--- src/rtl/fast_spi_tx_core.sv ---
// FIFO-fed SPI transmit serializer: pops 32-bit words and shifts them out MSB-first,
// chaining back-to-back words into one SEN frame with optional inter-frame gap.
module fast_spi_tx_core #(
  parameter int GAP_CYCLES      = 0,
  parameter int MAX_FRAME_WORDS = 0,
  parameter int CNT_WIDTH       = 16
) (
  input  logic                 CLK,
  input  logic                 RST,
  input  logic                 EN,
  input  logic                 FIFO_EMPTY,
  input  logic [31:0]          FIFO_DATA,
  output logic                 FIFO_READ,
  output logic                 SDO,
  output logic                 SEN,
  output logic                 SCLK_EN,
  output logic                 BUSY,
  output logic                 FRAME_DONE,
  output logic [CNT_WIDTH-1:0] WORD_CNT
);

  typedef enum logic [1:0] {IDLE, SHIFT, GAP} state_t;

  localparam logic [31:0] MAX_W = 32'(MAX_FRAME_WORDS);
  localparam logic [7:0]  GAP_W = 8'(GAP_CYCLES);

  state_t                 state_q, state_d;
  logic [31:0]            shreg_q;
  logic [4:0]             bitcnt_q;
  logic [31:0]            fwc_q;
  logic [7:0]             gap_q;
  logic                   sen_q, sdo_q, done_q;
  logic [CNT_WIDTH-1:0]   wcnt_q;
  logic                   last_bit, chain;

  assign last_bit = (state_q == SHIFT) && (bitcnt_q == 5'd31);
  assign chain    = EN && !FIFO_EMPTY && ((MAX_W == 32'd0) || (fwc_q < MAX_W));

  always_ff @(posedge CLK or posedge RST) begin
    if (RST) state_q <= IDLE;
    else     state_q <= state_d;
  end

  always_comb begin
    state_d = state_q;
    case (state_q)
      IDLE:  if (FIFO_READ) state_d = SHIFT;
      SHIFT: if (last_bit && !chain) state_d = (GAP_CYCLES > 0) ? GAP : IDLE;
      GAP:   if (gap_q <= 8'd1) state_d = IDLE;
      default: state_d = IDLE;
    endcase
  end

  // Pop strobe is combinational and held low while reset is asserted.
  always_comb begin
    FIFO_READ = 1'b0;
    BUSY      = (state_q != IDLE);
    if (!RST) begin
      case (state_q)
        IDLE:    FIFO_READ = EN && !FIFO_EMPTY;
        SHIFT:   FIFO_READ = last_bit && chain;
        default: FIFO_READ = 1'b0;
      endcase
    end
  end

  // SDO/SEN are registered so bit 0 of a word leaves one cycle after its pop.
  always_ff @(posedge CLK or posedge RST) begin
    if (RST) begin
      shreg_q  <= '0;
      bitcnt_q <= '0;
      fwc_q    <= '0;
      gap_q    <= '0;
      sen_q    <= 1'b0;
      sdo_q    <= 1'b0;
      done_q   <= 1'b0;
      wcnt_q   <= '0;
    end else begin
      done_q <= 1'b0;
      if (FIFO_READ) begin
        shreg_q  <= FIFO_DATA;
        bitcnt_q <= 5'd0;
        fwc_q    <= fwc_q + 32'd1;
        sen_q    <= 1'b1;
        sdo_q    <= FIFO_DATA[31];
      end else if (state_q == SHIFT) begin
        shreg_q  <= {shreg_q[30:0], shreg_q[31]};
        bitcnt_q <= bitcnt_q + 5'd1;
        sdo_q    <= shreg_q[30];
        if (last_bit) begin
          sen_q  <= 1'b0;
          sdo_q  <= 1'b0;
          done_q <= 1'b1;
          fwc_q  <= 32'd0;
          gap_q  <= GAP_W;
        end
      end else if (state_q == GAP) begin
        gap_q <= gap_q - 8'd1;
      end
      if (last_bit) wcnt_q <= wcnt_q + CNT_WIDTH'(1);
    end
  end

  assign SDO        = sdo_q;
  assign SEN        = sen_q;
  assign SCLK_EN    = sen_q;
  assign FRAME_DONE = done_q;
  assign WORD_CNT   = wcnt_q;

endmodule

--- config.mk ---
export PLATFORM = sky130hd
export DESIGN_NAME = fast_spi_tx_core
export DESIGN_NICKNAME = d
export VERILOG_FILES = /design/src/rtl/fast_spi_tx_core.sv
export SDC_FILE = /design/constraint.sdc
export NUM_CORES = 1
export LEC_CHECK = 0
export BUFFER_PORTS_ARGS = -buffer_cell sky130_fd_sc_hd__clkbuf_2
export CORE_ASPECT_RATIO = 1.25
export CORE_MARGIN = 2
export CORE_UTILIZATION = 53
export CTS_BUF_LIST = sky130_fd_sc_hd__clkbuf_4 sky130_fd_sc_hd__clkbuf_8 sky130_fd_sc_hd__clkbuf_16
export DETAILED_ROUTE_END_ITERATION = 7
export PLACE_DENSITY = 0.85
export SETUP_SLACK_MARGIN = 0.3
export SLEW_MARGIN = 0
export SYNTH_ARGS = -nofsm -noshare
export SYNTH_HDL_FRONTEND = slang
export SYNTH_SLANG_ARGS = --single-unit
--- constraint.sdc ---
create_clock -name CLK -period 2.3 [get_ports CLK]
set_input_delay 0.46 -clock CLK [delete_from_list [all_inputs] [get_ports CLK]]
set_output_delay 0.46 -clock CLK [all_outputs]
set_load 0.005 [all_outputs]
==> results.ini <==
[sta]
fin_ws_ps=307
fmax_ghz=0.502
final.period_utilization=0.867
setup_violations=0
fin_worst_skew_ps=10.6
hold_viol=0
rsz0062_at_grt=true
slew_viol_final=0
fin_crit_ps=1990
setup_tns_ps=0
slew_headroom=0.723
hold_ws_ps=123
worst_pin_slew_ps=414

[layout]
nNetsFinal=344
drive_gt1_frac=0.316
stdcell_area_um2=3220
regArea_um2=1430
multi_input_area_um2=1110
syn2layout_area_growth_pct=23.5
fillerInstances=377
diodes=0

[setup_path]
path_buf_inv=2
worst-setup-path-type=reg2out
critPathTopFamily=flip-flops
worst_setup_path_end_kind=primary output
crit_fanout=2
crit_chain=ha_2 > and3_4 > ha_4 > o21ai_4 > inv_2 > clkbuf_2
critPathLaunchType=flip-flop
regToRegSetupSlack_ps=500
max_stage_delay_ps=380
slowest_stage=dfrtp_1
worstPathRequired_ps=1840
worstPathArrival_ps=1530

[route]
viasPerCell=5.10
drt-total-wl_um=4910
postRouteAntennaNets=0
drc=0
drt_first_pass_iters=4
wire_per_inst_um=13.3
drt_iter0_drc=110
vias=1887

[cts]
htree_levels=3
cts.clk_slew.worst_paths_ps=70
cts_tree=built
clock_latency_ps=330
clk_path_buf_depth=2
ctsHoldBuffers=0
cts_buffers=9
cts-root-buf=clkbuf_8
clock-sinks=57

[power_and_ir_drop]
p_leak_nw=1.69
p_per_area_nw_per_um2=1140
ir_worst_vdd_uv=703

[floorplanning]
start_util=0.551
num_rows=28
core_um2=4730
fp.dieW_um=66.7
io_pins=58
dieArea_um2=5500
die_h_um=82.4

[placed_design]
port_buffers=57
dp_hpwl_um=3300
postPlaceCellArea_um2=2930
gp_congestion=0.750
dp_worst_setup_slack_ps=255

[synth]
syn_inst=239
ys_types=32
syn-mean-instance-area_um2=10.9
yosysWarningCount=0
netlist_area_um2=2610
synth_fp_nets=278
ys_ff_latch=57
ys_seq_area_frac=0.547

[grt]
grt_pass1_wl_um=8360
grt_usage=0.204
grt_pass1_vias=1887
grt_start_max_net_pins=69
overflow=0
antenna_found_initial=0

[flow_run]
max_cap_violations=0

[status]
outcome=finished, final reports clean

[min_path]
hold_path.class=in2async

[final cells by class]
cell class              count  area share
clock buffers              14      0.0560
clock inverters             2      0.0109
inverters                   5     0.00583
multi-input cells         164       0.345
flip-flops and latches     57       0.443
well taps                  60      0.0233
repair buffers             68       0.115
[cells in the final DEF, fill, tap and decap left out, drive strengths merged, types with 3 or more instances in the layout]
cell	count
a21oi	3
and3	3
and4	3
buf	11
clkbuf	71
dfrtp	57
ha	3
inv	5
mux2i	34
nand2	39
nand3	6
nand4	4
nor2	12
o21ai	32
xnor2	11
xor2	7
[routing by layer]
| metal | global-route usage | share of wire |
|---|---|---|
| met4 | 0.118 | 0.030 |
| met5 | 0 | 0 |
| met3 | 0.0556 | 0.060 |
| met1 | 0.253 | 0.44 |
| met2 | 0.321 | 0.47 |
[flip-flops by register name, summed over array words and instances (netlist names)]
signal,count
SDO,1
WORD_CNT,16
SCLK_EN,1
shreg_q,32
bitcnt_q,5
state_q,1
FRAME_DONE,1
[synth_stat cells (all sizes together)]
| library cell | number | share of area |
|---|---|---|
| nor3 | 1 | 0.0038 |
| a31oi | 1 | 0.0024 |
| xor2 | 7 | 0.024 |
| xnor2 | 11 | 0.037 |
| nand2b | 1 | 0.0024 |
| nand4 | 4 | 0.015 |
| mux2 | 1 | 0.0043 |
| clkbuf | 2 | 0.0034 |
| nand2 | 39 | 0.056 |
| nor3b | 1 | 0.0048 |
| buf | 11 | 0.026 |
| mux2i | 34 | 0.13 |
| inv | 5 | 0.0072 |
| a21oi | 3 | 0.0058 |
| dfrtp | 57 | 0.55 |
| and2 | 1 | 0.0024 |
| nor2 | 12 | 0.017 |
| and3 | 3 | 0.0077 |
| and4 | 3 | 0.011 |
| nor2b | 1 | 0.0024 |
| ha | 3 | 0.014 |
| nand3 | 6 | 0.012 |
| o21ai | 32 | 0.063 |
[final timing paths]
check | endpoint | cells past startpoint | start
max in group asynchronous | bitcnt_q[1]$_DFFE_PP0P_ | 3 | RST
hold reg to reg | WORD_CNT[15]$_DFFE_PP0P_ | 1 | WORD_CNT[15]$_DFFE_PP0P_
min in group CLK | shreg_q[3]$_DFFE_PP0P_ | 3 | FIFO_DATA[3]
setup reg to reg | WORD_CNT[5]$_DFFE_PP0P_ | 8 | bitcnt_q[1]$_DFFE_PP0P_
setup / recovery | FIFO_READ | 6 | bitcnt_q[1]$_DFFE_PP0P_
hold / removal | WORD_CNT[8]$_DFFE_PP0P_ | 2 | RST
[what timing repair did]
item	4_1_cts	5_1_grt
gates resized for setup	5	1
pin swaps	2	0
gates cloned	0	0
buffers inserted	6	0
endpoints found under the setup margin	31	29
[stage by stage]
stage,instances,power (mW),util
floorplan,239,2.38,-
global placement,348,2.58,0.619
detailed placement,348,2.64,0.619
CTS,370,3.68,0.680
global route,370,3.91,0.681
finish,370,3.66,0.681
[kinds of logic after synthesis]
kind of cell,synth area share
AO/OA/AOI/OAI,0.0711
XOR/XNOR,0.0605
adder cells (fa/ha/maj),0.0144
buffers and inverters,0.0370
flip-flops,0.547
multiplexers,0.135
AND/OR/NAND/NOR,0.135
[power by group]
part           total, mW  switching, mW  internal, mW  leakage, nW
Sequential          1.67          0.275          1.39        0.697
Clock              0.983          0.371         0.612        0.114
Combinational       1.01          0.479         0.533        0.882
Total               3.66           1.13          2.54         1.69
Note: power is estimated with default switching activity, not from simulation.
